File: src/rtl/vec_issue_ctrl_if.sv
// Bundle between vec_issue_ctrl and its neighbours: scalar-core handshake, decoder
// controls and the execution-unit issue/done handshake.
interface vec_issue_ctrl_if #(
    parameter int XLEN = 32
);
    logic            inst_valid;
    logic            inst_ready;
    logic [XLEN-1:0] vec_inst;
    logic [XLEN-1:0] inst_q;
    logic            is_vec;
    logic            vl_sel;
    logic            vtype_sel;
    logic            lumop_sel;
    logic            csr_wr_en;
    logic            issue_valid;
    logic            issue_ready;
    logic            exe_done;
    logic            vec_busy;
    logic            illegal;
    logic            timeout;

    modport master (
        input  inst_valid, vec_inst, is_vec, issue_ready, exe_done,
        output inst_ready, inst_q, vl_sel, vtype_sel, lumop_sel, csr_wr_en,
               issue_valid, vec_busy, illegal, timeout
    );

    modport slave (
        output inst_valid, vec_inst, is_vec, issue_ready, exe_done,
        input  inst_ready, inst_q, vl_sel, vtype_sel, lumop_sel, csr_wr_en,
               issue_valid, vec_busy, illegal, timeout
    );
endinterface

File: src/rtl/vec_issue_ctrl.sv
// Vector instruction sequencer: accepts one instruction, drives decoder selects,
// writes vl/vtype for vset*, otherwise issues to the execution unit under a watchdog.
module vec_issue_ctrl #(
    parameter int XLEN        = 32,
    parameter int TIMEOUT_CYC = 256
) (
    input  logic             clk,
    input  logic             reset,
    vec_issue_ctrl_if.master bus
);
    localparam int                WDOG_W    = $clog2(TIMEOUT_CYC);
    localparam logic [WDOG_W-1:0] WDOG_LAST = WDOG_W'(TIMEOUT_CYC - 1);
    localparam logic [6:0]        OP_VEC    = 7'h57;
    localparam logic [6:0]        OP_VLOAD  = 7'h07;
    localparam logic [6:0]        OP_VSTORE = 7'h27;

    typedef enum logic [2:0] {
        IDLE,
        DECODE,
        CONFIG,
        ISSUE,
        WAIT
    } state_t;

    state_t            state;
    logic [XLEN-1:0]   inst_q;
    logic [WDOG_W-1:0] wdog;
    logic              inst_ready_q;
    logic              csr_q;
    logic              issue_q;
    logic              busy_q;

    logic              is_conf;
    logic              is_unit_mem;
    logic              active;

    assign is_conf     = (inst_q[6:0] == OP_VEC) && (inst_q[14:12] == 3'b111);
    assign is_unit_mem = ((inst_q[6:0] == OP_VLOAD) || (inst_q[6:0] == OP_VSTORE))
                         && (inst_q[27:26] == 2'b00);
    assign active      = (state != IDLE);

    always_ff @(posedge clk) begin
        // NOTE: all state here uses non-blocking assignments so every branch sees the
        // pre-edge values of state/inst_q/wdog regardless of statement order.
        if (reset) begin
            state        <= IDLE;
            inst_q       <= '0;
            wdog         <= '0;
            inst_ready_q <= 1'b1;
            csr_q        <= 1'b0;
            issue_q      <= 1'b0;
            busy_q       <= 1'b0;
        end else begin
            case (state)
                IDLE: begin
                    if (bus.inst_valid) begin
                        inst_q       <= bus.vec_inst;
                        state        <= DECODE;
                        inst_ready_q <= 1'b0;
                        busy_q       <= 1'b1;
                    end
                end
                DECODE: begin
                    if (!bus.is_vec) begin
                        state        <= IDLE;
                        inst_ready_q <= 1'b1;
                        busy_q       <= 1'b0;
                    end else if (is_conf) begin
                        state <= CONFIG;
                        csr_q <= 1'b1;
                    end else begin
                        state   <= ISSUE;
                        issue_q <= 1'b1;
                    end
                end
                CONFIG: begin
                    state        <= IDLE;
                    csr_q        <= 1'b0;
                    inst_ready_q <= 1'b1;
                    busy_q       <= 1'b0;
                end
                ISSUE: begin
                    if (bus.issue_ready) begin
                        issue_q <= 1'b0;
                        if (bus.exe_done) begin
                            state        <= IDLE;
                            inst_ready_q <= 1'b1;
                            busy_q       <= 1'b0;
                        end else begin
                            state <= WAIT;
                            wdog  <= '0;
                        end
                    end
                end
                WAIT: begin
                    // Leaving at WDOG_LAST means the increment below can never wrap.
                    if (bus.exe_done || (wdog == WDOG_LAST)) begin
                        state        <= IDLE;
                        inst_ready_q <= 1'b1;
                        busy_q       <= 1'b0;
                    end else begin
                        wdog <= wdog + 1'b1;
                    end
                end
                default: begin
                    state        <= IDLE;
                    inst_ready_q <= 1'b1;
                    csr_q        <= 1'b0;
                    issue_q      <= 1'b0;
                    busy_q       <= 1'b0;
                end
            endcase
        end
    end

    assign bus.inst_q     = inst_q;
    assign bus.inst_ready = inst_ready_q;
    assign bus.vec_busy   = busy_q;
    assign bus.vl_sel     = active && is_conf && (inst_q[31:30] == 2'b11);
    assign bus.vtype_sel  = active && is_conf && (!inst_q[31] || (inst_q[31:30] == 2'b11));
    assign bus.lumop_sel  = active && is_unit_mem;

    // NOTE: strobes are masked by reset so an operation cut off mid-flight can never
    // leak a CSR write, an issue or a timeout in the reset cycle itself.
    assign bus.csr_wr_en   = csr_q && !reset;
    assign bus.issue_valid = issue_q && !reset;

    // illegal/timeout qualify on inputs sampled this cycle, so they fire in the
    // DECODE / final WAIT cycle rather than one cycle late.
    assign bus.illegal = (state == DECODE) && !bus.is_vec && !reset;
    assign bus.timeout = (state == WAIT) && (wdog == WDOG_LAST) && !bus.exe_done && !reset;

endmodule

File: src/flat_wrapper.sv
// flat-port wrapper written by rule: the top's interface ports become plain ports
module vec_issue_ctrl_flat 
#(
    parameter int XLEN        = 32,
    parameter int TIMEOUT_CYC = 256
)
  (clk, reset, bus_inst_valid, bus_vec_inst, bus_is_vec, bus_issue_ready, bus_exe_done, bus_inst_ready, bus_inst_q, bus_vl_sel, bus_vtype_sel, bus_lumop_sel, bus_csr_wr_en, bus_issue_valid, bus_vec_busy, bus_illegal, bus_timeout);
  vec_issue_ctrl_if #(.XLEN(XLEN)) bus_i ();
  input  logic clk;
  input  logic reset;
  input wire logic [$bits(bus_i.inst_valid)-1:0] bus_inst_valid;
  input wire logic [$bits(bus_i.vec_inst)-1:0] bus_vec_inst;
  input wire logic [$bits(bus_i.is_vec)-1:0] bus_is_vec;
  input wire logic [$bits(bus_i.issue_ready)-1:0] bus_issue_ready;
  input wire logic [$bits(bus_i.exe_done)-1:0] bus_exe_done;
  output wire logic [$bits(bus_i.inst_ready)-1:0] bus_inst_ready;
  output wire logic [$bits(bus_i.inst_q)-1:0] bus_inst_q;
  output wire logic [$bits(bus_i.vl_sel)-1:0] bus_vl_sel;
  output wire logic [$bits(bus_i.vtype_sel)-1:0] bus_vtype_sel;
  output wire logic [$bits(bus_i.lumop_sel)-1:0] bus_lumop_sel;
  output wire logic [$bits(bus_i.csr_wr_en)-1:0] bus_csr_wr_en;
  output wire logic [$bits(bus_i.issue_valid)-1:0] bus_issue_valid;
  output wire logic [$bits(bus_i.vec_busy)-1:0] bus_vec_busy;
  output wire logic [$bits(bus_i.illegal)-1:0] bus_illegal;
  output wire logic [$bits(bus_i.timeout)-1:0] bus_timeout;
  assign bus_i.inst_valid = bus_inst_valid;
  assign bus_i.vec_inst = bus_vec_inst;
  assign bus_i.is_vec = bus_is_vec;
  assign bus_i.issue_ready = bus_issue_ready;
  assign bus_i.exe_done = bus_exe_done;
  assign bus_inst_ready = bus_i.inst_ready;
  assign bus_inst_q = bus_i.inst_q;
  assign bus_vl_sel = bus_i.vl_sel;
  assign bus_vtype_sel = bus_i.vtype_sel;
  assign bus_lumop_sel = bus_i.lumop_sel;
  assign bus_csr_wr_en = bus_i.csr_wr_en;
  assign bus_issue_valid = bus_i.issue_valid;
  assign bus_vec_busy = bus_i.vec_busy;
  assign bus_illegal = bus_i.illegal;
  assign bus_timeout = bus_i.timeout;
  vec_issue_ctrl #(.XLEN(XLEN), .TIMEOUT_CYC(TIMEOUT_CYC)) u_core (.clk(clk), .reset(reset), .bus(bus_i));
endmodule
File: config.mk
export PLATFORM = sky130hd
export DESIGN_NAME = vec_issue_ctrl_flat
export DESIGN_NICKNAME = d
export VERILOG_FILES = /design/src/rtl/vec_issue_ctrl_if.sv /design/src/rtl/vec_issue_ctrl.sv /design/src/flat_wrapper.sv
export SDC_FILE = /design/constraint.sdc
export NUM_CORES = 1
export LEC_CHECK = 0
export BUFFER_PORTS_ARGS = -buffer_cell sky130_fd_sc_hd__buf_4
export CELL_PAD_IN_SITES_DETAIL_PLACEMENT = 0
export CELL_PAD_IN_SITES_GLOBAL_PLACEMENT = 1
export CORE_MARGIN = 8
export CORE_UTILIZATION = 35
export CTS_BUF_LIST = sky130_fd_sc_hd__clkbuf_2
export DETAILED_ROUTE_END_ITERATION = 7
export GPL_TIMING_DRIVEN = 0
export PLACE_DENSITY = 0.79
export SLEW_MARGIN = 20
export SYNTH_ARGS = -nofsm -noshare
export SYNTH_HDL_FRONTEND = slang
export SYNTH_SLANG_ARGS = --single-unit
File: constraint.sdc
create_clock -name clk -period 3.7 [get_ports clk]
set_input_delay 0.185 -clock clk [delete_from_list [all_inputs] [get_ports clk]]
set_output_delay 0.185 -clock clk [all_outputs]
set_load 0.01 [all_outputs]
==> run_results.csv, run 1 <==
group,metric,value,unit
finish,fin_cells,439,
finish,drive_gt1_share,25.07,%
timing,skew,0.02022,ns
timing,whs,0.05606,ns
placement,routabilityCongestion,0.7546,
synthesis,synthCells,252,
floorplan,die_area,0.008404,mm2
synthesis,synth_area,0.002004,mm2
global_routing,grt_pass1_wl,10310,um
detailed_routing,drt_iter0_markers,119,
timing,slew_viol_final,0,
setup_path,required,3.51,ns
cts,cts_setup_buffers,0,
finish,fin_nets,407,
timing,setup_tns,0,ns
floorplan,die_h,91.68,um
synthesis,syn_nets,291,
placement,hpwlAfterDp,4518,um
pwr,p_total,972.9,uW
setup_path,worst-path-max-fanout,5,
timing,worst_pin_slew,0.6257,ns
timing,fin_crit_sh,58.44,%
synthesis,avgSynthCellArea,7.954,um2
global_routing,grt_use_total,14.85,%
timing,final.min_clock_period,2.162,ns
run_status,outcome,"finished clean",
detailed_routing,vias,2139,
pwr,powerDensity,321.9,mW/mm2
global_routing,grt_max_degree,13,
detailed_routing,routedWlPerCell,14.28,um
synthesis,ys.warnings.count,0,
floorplan,core_area,0.005507,mm2
global_routing,grt.overflow.total,0,
synthesis,ys_ff_latch,47,
finish,final_area,0.003023,mm2
global_routing,grt_pass1_vias,2112,
timing,rsz0062_at_grt,"no",
detailed_routing,drt_first_pass_iters,4,
timing,relSlewSlack,57.97,%
finish,diodes,0,
cts,cts_max_path_buffers,2,
floorplan,die_x,91.68,um
finish,syn_to_final_growth,50.81,%
setup_path,start_kind,"flip-flop",
setup_path,arrival,1.98,ns
cts,cts_root_buffer,"clkbuf_2",
timing,postLayoutSetupSlackWorst,1.538,ns
finish,mostFrequentLayoutCells,"77 x buf_4, 75 x nand2_1, 47 x dfxtp_1",
finish,final_common_cell,"buf_4",
cts,insertion_delay,0.40,ns
timing,setup_viol_count_final,0,
floorplan,ios,79,
cts,cts.sinks,47,
placement,placed_area,0.002673,mm2
cts,cts_tree,"built",
global_routing,antenna_found_initial,0,
timing,max_freq,0.4625,GHz
synthesis,yosysSeqAreaShare,46.94,%
pwr,power_leakage,1.281,nW
detailed_routing,post-route-drc-count,0,
floorplan,start_util,36.40,%
pwr,vdd_drop_max,0.1789,mV
floorplan,rows,27,
worst_hold_path,hp-class,"in -> reg",
detailed_routing,via_per_inst,4.872,
synthesis,synth_cell_types,35,
detailed_routing,antenna_left,0,
placement,dpl.cell_count,401,
finish,fin_util,54.90,%
setup_path,crit_type,"reg -> out",
timing,hold_violations,0,
cts,cts-resized-gates,0,
job,max_cap_violations,0,
cts,cts_buffers,5,
detailed_routing,totalWireLength,6269,um
placement,io_buffer_count,77,
cts,clk_transition_reported_paths,0.22,ns
cts,hold_buffers,30,
cts,htreeDepth,2,
placement,preCtsSetupSlack,1.725,ns
setup_path,end_kind,"primary output",
layer usage:
layer	wire length [um]	global-route usage, %
met1	2683	16.84
met3	508	7.090
met4	21	3.274
met2	3056	24.67
met5	0	0
worst max-delay path, cell delays in order (launching register included):
cell and delay, ns:
dfxtp_1 0.37, nand4b_1 0.21, or4_1 0.61, nor3_1 0.24
buf_4 0.16
final timing paths:
check | slack (ns) | end | start | cells past startpoint
setup / recovery | 1.54 | bus_vl_sel | u_core.bus.inst_q[3] | 4
hold / removal | 0.06 | u_core.state[1] | bus_is_vec | 3
setup reg to reg | 1.69 | u_core.bus.inst_q[31] | u_core.state[1] | 7
hold reg to reg | 0.47 | u_core.bus.inst_q[10] | u_core.bus.inst_q[10] | 2
registers in the layout, summed over array words and instances (netlist names):
register and count:
u_core.bus.vec_busy 1, u_core.state 3, u_core.wdog 8, u_core.bus.inst_q 32, u_core.bus.inst_ready 1, u_core.issue_q 1
u_core.csr_q 1
kinds of logic (layout without fill, tap and decap cells):
kind of cell / count (synthesis) / after routing / share of synthesized area [%]
buf+inv: 23 / 138 / 5.368
mux: 2 / 2 / 0.9988
fa+ha+maj: 1 / 1 / 0.6241
simple gates: 114 / 114 / 25.59
compound gates: 65 / 65 / 20.47
flops: 47 / 47 / 46.94
cells in the mapped netlist (all sizes together):
cell     instances  area, um2
a2111o           5      56.30
a211o            1      8.760
a211oi           2      15.01
a21boi           1      7.510
a21oi           39      195.2
a2bb2oi          1      8.760
a311oi           1      8.760
a31o             1      8.760
a31oi            2      12.51
a41o             1      10.01
a41oi            1      8.760
and2             1      6.260
and3             1      6.260
and4             1      8.760
buf              7      47.54
clkbuf          10      37.54
dfxtp           47      940.9
ha               1      12.51
inv              6      22.52
mux2i            2      20.02
nand2           75      281.5
nand2b           2      12.51
nand3            5      25.02
nand3b           1      7.510
nand4            3      18.77
nand4b           1      8.760
nor2             5      18.77
nor2b            6      37.54
nor3             9      45.04
o2111ai          4      35.03
o211a            1      10.01
o21ai            5      25.02
or4              3      22.52
or4b             1      13.76
area by class of cell:
| class | count | area, um2 |
|---|---|---|
| Fill cell | 535 | 2484 |
| Buffer | 17 | 85.08 |
| Inverter | 6 | 22.52 |
| Multi-Input combinational cell | 182 | 955.9 |
| Tap cell | 72 | 90.09 |
| Timing Repair Buffer | 109 | 898.4 |
| Clock buffer | 6 | 30.03 |
| Sequential cell | 47 | 940.9 |
where the power goes:
group          leakage [nW]  switching, mW  internal [mW]  total, mW
sequential            0.385         0.0187          0.537      0.556
combinational         0.872          0.107          0.114      0.222
clock                0.0249          0.153         0.0428      0.196
total                  1.28          0.279          0.694      0.973
No activity file was read; power rests on OpenSTA's default activity.
==> run 2, diff against run 1 <==
clock period = 2.2 ns   (was 3.7 ns; I/O delays follow)
==> run 2 against run 1 <==
Effect of this change: sequential share of layout area down 0.19 points; clock-buffer cell count stayed put; combinational power is 69% higher; global-route usage is 0.051 points higher; clock skew is 0.0041 ns higher; final cell count is 0.23% higher; die area is the same; largest cell class unchanged.
==> run_results.csv, run 2 (synthesis results as in run 1) <==
group,metric,value,unit
setup_path,crit_buf_inv,1,
floorplan,die_area,0.008404,mm2
placement,io_buffer_count,77,
setup_path,regToRegEndpoint,"u_core.wdog[6]",
placement,placed_area,0.002673,mm2
placement,hpwlAfterDp,4518,um
run_status,outcome,"finished clean",
floorplan,start_util,36.40,%
cts,cts_buffers,5,
setup_path,start_kind,"flip-flop",
placement,dpl.cell_count,401,
finish,fin_nets,408,
setup_path,timing.rr.start,"u_core.state[0]",
setup_path,reg2reg_slack,0.24,ns
detailed_routing,routedWlPerCell,14.31,um
worst_hold_path,hold_path_end,"u_core.state[1]",
finish,drive_gt1_share,25.54,%
floorplan,core_area,0.005507,mm2
setup_path,worst-path-max-fanout,5,
detailed_routing,post-route-drc-count,0,
cts,cts_max_path_buffers,2,
global_routing,grt_pass1_vias,2104,
global_routing,grt_pass1_wl,10360,um
pwr,power_leakage,1.288,nW
cts,cts.sinks,47,
finish,fin_cells,440,
timing,relSlewSlack,63.58,%
timing,setup_tns,0,ns
global_routing,grt_use_total,14.90,%
global_routing,grt.overflow.total,0,
worst_hold_path,hp-class,"in -> reg",
floorplan,rows,27,
setup_path,slowest_delay,0.55,ns
finish,largest_register_ffs,32,
pwr,p_total,1.642,mW
finish,top_regs,"u_core.bus.inst_q x32, u_core.wdog x8, u_core.state x3",
cts,clk_transition_reported_paths,0.22,ns
cts,htreeDepth,2,
timing,slew_viol_final,0,
detailed_routing,drt_first_pass_iters,4,
timing,hold_violations,0,
pwr,vdd_drop_max,0.3055,mV
detailed_routing,via_per_inst,4.923,
setup_path,crit_type,"reg -> out",
finish,nFillCells,536,
setup_path,reg2reg_depth,7,
timing,fin_crit_sh,91.17,%
finish,final_area,0.003042,mm2
timing,worst_pin_slew,0.5463,ns
global_routing,grt_max_degree,13,
worst_hold_path,worstHoldPathCells,3,
setup_path,worstPathCellList,"nand4b_1 > or4_4 > nor3_1 > buf_4",
timing,max_freq,0.4986,GHz
setup_path,cp_slowest_cell,"or4_4",
setup_path,cp_top_family,"simple AND/OR/NAND/NOR gates",
timing,whs,0.08245,ns
pwr,powerDensity,539.8,mW/mm2
detailed_routing,totalWireLength,6295,um
worst_hold_path,hold_start,"bus_issue_ready",
finish,syn_to_final_growth,51.75,%
finish,diodes,0,
setup_path,arrival,1.90,ns
timing,setup_viol_count_final,0,
finish,mostFrequentLayoutCells,"77 x buf_4, 75 x nand2_1, 47 x dfxtp_1",
timing,skew,0.02432,ns
finish,final_common_cell,"buf_4",
detailed_routing,vias,2166,
floorplan,die_x,91.68,um
placement,routabilityCongestion,0.7546,
timing,rsz0062_at_grt,"no",
floorplan,ios,79,
job,max_cap_violations,0,
setup_path,required,2.09,ns
floorplan,die_h,91.68,um
setup_path,end_kind,"primary output",
detailed_routing,drt_iter0_markers,119,
cts,insertion_delay,0.40,ns
cts,cts_tree,"built",
detailed_routing,antenna_left,0,
finish,top_register,"u_core.bus.inst_q",
timing,final.min_clock_period,2.006,ns
cts,cts_root_buffer,"clkbuf_2",
cts,cts_setup_buffers,0,
global_routing,antenna_found_initial,0,
[run 2: changes by cell type in the layout (fill, tap and decap cells not counted)]
| cell | delta |
|---|---|
| nor3_1 | -1 |
| nor3_2 | +1 |
| dlygate4sd3_1 | +1 |
| or4_1 | -1 |
| or4_4 | +1 |
[run 2: timing repair]
item / 4_1_cts / 5_1_grt
hold endpoints to repair: 33 / 0
endpoints found under the setup margin: 0 / 19
resized for setup: 0 / 2
hold buffers: 33 / 0
[run 2: where the power goes]
group	switching, mW	leakage [nW]	internal, mW
clock network	0.260	0.0249	0.0719
logic	0.181	0.879	0.194
registers	0.0316	0.385	0.903
[run 2: final cells by class]
class / count / area, um2 / area share [%]
plain buffers: 17 / 85.08 / 2.797
clock buffers: 6 / 30.03 / 0.9872
inverters: 6 / 22.52 / 0.7404
multi-input cells: 182 / 964.7 / 31.72
flip-flops and latches: 47 / 940.9 / 30.93
well taps: 72 / 90.09 / 2.962
repair buffers: 110 / 908.4 / 29.86
[run 2: how the worst max path moves through the flow]
stage                         startpoint               endpoint  slack [ns]  cells past startpoint
finish              u_core.bus.inst_q[3]             bus_vl_sel        0.19                      4
global route        u_core.bus.inst_q[3]             bus_vl_sel        0.05                      4
CTS                 u_core.bus.inst_q[3]             bus_vl_sel        0.08                      4
detailed placement       u_core.state[1]  u_core.bus.inst_q[31]        0.23                      7
global placement         u_core.state[1]  u_core.bus.inst_q[24]        0.25                      7
floorplan                u_core.state[0]         u_core.wdog[5]        0.39                      6
[run 2: routing by layer]
layer	global-route usage (%)	wire length, um	up-vias
met2	24.67	3048	51
li1	-	-	1110
met4	3.274	21	0
met3	6.927	492	2
met5	0	0	-
met1	17.08	2732	1003
[run 2: worst reg2reg max path, delay by kind of cell, from the launching register on]
family	cells	cell delay, ns
AO/OA/AOI/OAI	2	0.44
buffers and inverters	3	0.45
flip-flops	1	0.36
AND/OR/NAND/NOR	2	0.62
[run 2: stage by stage]
stage          setup WS, ns  utilization [%]
3_3_place_gp         0.2544            48.53
2_1_floorplan        0.3915                -
4_1_cts             0.08249            55.08
5_1_grt             0.05304            55.24
6_report             0.1943            55.24
3_5_place_dp         0.2255            48.53
==> run 3, diff against run 2 <==
GPL_TIMING_DRIVEN = default   (was 0)
MAX_ROUTING_LAYER = met4   (was default)
==> run 3 against run 2 <==
Effect of this change: cell area rose by 1.0%; global-route usage is 0.64 points higher; largest power group unchanged; critical endpoint is now u_core.wdog[5]; setup slack worse by 0.049 ns; combinational power grew 2%; non-clock buffer count down 6; worst hold slack got worse by 0.034 ns; register-to-register slack worse by 0.09 ns; final cell count fell by 0.91%; fmax down 2.4%.
==> run_results.csv, run 3 (synthesis results as in run 1) <==
group,metric,value,unit
placement,placed_area,0.002663,mm2
floorplan,die_h,91.68,um
setup_path,reg2reg_slack,0.15,ns
finish,top_register,"u_core.bus.inst_q",
detailed_routing,drt_first_pass_iters,4,
cts,cts_tree,"built",
global_routing,grt_max_degree,47,
cts,cts_buffers,5,
global_routing,grt_pass1_wl,10590,um
worst_hold_path,hold_start,"bus_issue_ready",
timing,fin_crit_sh,93.40,%
finish,syn_to_final_growth,53.31,%
detailed_routing,antenna_left,0,
timing,max_freq,0.4867,GHz
placement,preCtsSetupSlack,0.1854,ns
pwr,powerDensity,545.4,mW/mm2
finish,fin_cells,436,
setup_path,arrival,2.45,ns
timing,rsz0062_at_grt,"no",
timing,skew,0.03149,ns
detailed_routing,vias,2145,
detailed_routing,totalWireLength,6309,um
worst_hold_path,worstHoldPathCells,3,
detailed_routing,via_per_inst,4.920,
finish,mostFrequentLayoutCells,"87 x buf_4, 75 x nand2_1, 43 x dfxtp_1",
timing,worst_pin_slew,0.5438,ns
timing,final.min_clock_period,2.055,ns
finish,fin_nets,402,
global_routing,grt.overflow.total,0,
cts,insertion_delay,0.43,ns
setup_path,end_kind,"flip-flop",
setup_path,timing.rr.start,"u_core.state[0]",
timing,slew_viol_final,0,
run_status,outcome,"finished clean",
finish,nFillCells,520,
setup_path,worst-path-max-fanout,17,
detailed_routing,routedWlPerCell,14.47,um
finish,drive_gt1_share,28.30,%
global_routing,antenna_found_initial,0,
cts,clk_transition_reported_paths,0.26,ns
placement,hpwlAfterDp,4359,um
setup_path,regToRegEndpoint,"u_core.wdog[5]",
cts,htreeDepth,2,
floorplan,start_util,36.40,%
cts,cts.sinks,47,
finish,diodes,0,
setup_path,crit_type,"reg -> reg",
pwr,power_leakage,1.316,nW
job,max_cap_violations,0,
timing,setup_viol_count_final,0,
worst_hold_path,hp-class,"in -> reg",
finish,final_common_cell,"buf_4",
detailed_routing,post-route-drc-count,0,
detailed_routing,drt_iter0_markers,74,
floorplan,rows,27,
cts,cts_root_buffer,"clkbuf_2",
setup_path,required,2.60,ns
finish,largest_register_ffs,32,
placement,routabilityCongestion,0.8041,
finish,top_regs,"u_core.bus.inst_q x32, u_core.wdog x8, u_core.state x3",
cts,cts_max_path_buffers,2,
floorplan,ios,79,
setup_path,reg2reg_depth,4,
timing,relSlewSlack,63.75,%
setup_path,start_kind,"flip-flop",
worst_hold_path,hold_path_end,"u_core.state[1]",
placement,io_buffer_count,78,
timing,hold_violations,0,
placement,dpl.cell_count,394,
floorplan,die_area,0.008404,mm2
floorplan,core_area,0.005507,mm2
floorplan,die_x,91.68,um
pwr,vdd_drop_max,0.3222,mV
finish,final_area,0.003073,mm2
timing,whs,0.04865,ns
timing,postLayoutSetupSlackWorst,0.1453,ns
timing,setup_tns,0,ns
global_routing,grt_pass1_vias,2181,
global_routing,grt_use_total,15.54,%
## run 3: changes by cell type in the layout (fill, tap and decap cells not counted)
cell / before / now
buf_4: 77 / 87
dfxtp_1: 47 / 43
buf_2: 5 / 0
clkinv_1: 0 / 2
nor3_1: 8 / 7
nor3_2: 1 / 0
buf_6: 2 / 1
clkbuf_1: 10 / 0
dfxtp_2: 0 / 4
nor3_4: 0 / 2
## run 3: worst max-delay path by stage
stage                     cells after the start  slack, ns             end            startpoint
after floorplan                               6       0.39  u_core.wdog[5]       u_core.state[0]
after global placement                        4       0.26  u_core.wdog[5]       u_core.state[0]
after detailed placement                      4       0.19  u_core.wdog[5]       u_core.state[0]
after CTS                                     5      0.001      bus_vl_sel  u_core.bus.inst_q[3]
after global routing                          4       0.03  u_core.wdog[5]       u_core.state[0]
final                                         4       0.15  u_core.wdog[5]       u_core.state[0]
## run 3: report_power, final
group | switching, mW | internal [mW] | total, mW | leakage, nW
registers | 0.0341 | 0.904 | 0.938 | 0.386
clock network | 0.280 | 0.0764 | 0.357 | 0.0281
logic | 0.181 | 0.200 | 0.381 | 0.902
## run 3: per-stage QoR
| stage | power, mW | utilization (%) |
|---|---|---|
| finish | 1.676 | 55.81 |
| global route | 1.764 | 55.81 |
| CTS | 1.691 | 55.19 |
| detailed placement | 1.284 | 48.35 |
| global placement | 1.282 | 48.35 |
| floorplan | 1.109 | - |
## run 3: metal layers
layer / up-vias / global-route usage [%] / wire, um
met1: 981 / 17.21 / 2756
li1: 1096 / - / -
met3: 9 / 5.705 / 426
met5: - / - / 0
met2: 59 / 25.69 / 3053
met4: 0 / 4.229 / 72
## run 3: worst max-delay path, cell delays in order (launching register included)
cell and delay (ns):
dfxtp_1 0.45, or4b_4 0.58, a41o_1 0.42, a211oi_1 0.37, mux2i_1 0.20
## run 3: final cells by class
class                      count  area [um2]  area share (%)
clock buffer                   6       30.03          0.9772
inverter                       6       22.52          0.7329
sequential                    47       945.9           30.78
clock inverter                 2       7.507          0.2443
multi-input combinational    182       982.2           31.96
tap                           72       90.09           2.932
timing repair buffer         121       994.7           32.37
## run 3: what timing repair did
item,CTS,global route
setup endpoints to repair,2,2
pin swaps,0,1
hold endpoints to repair,34,0
resized for setup,2,8
hold buffers,33,0
setup buffers,0,2
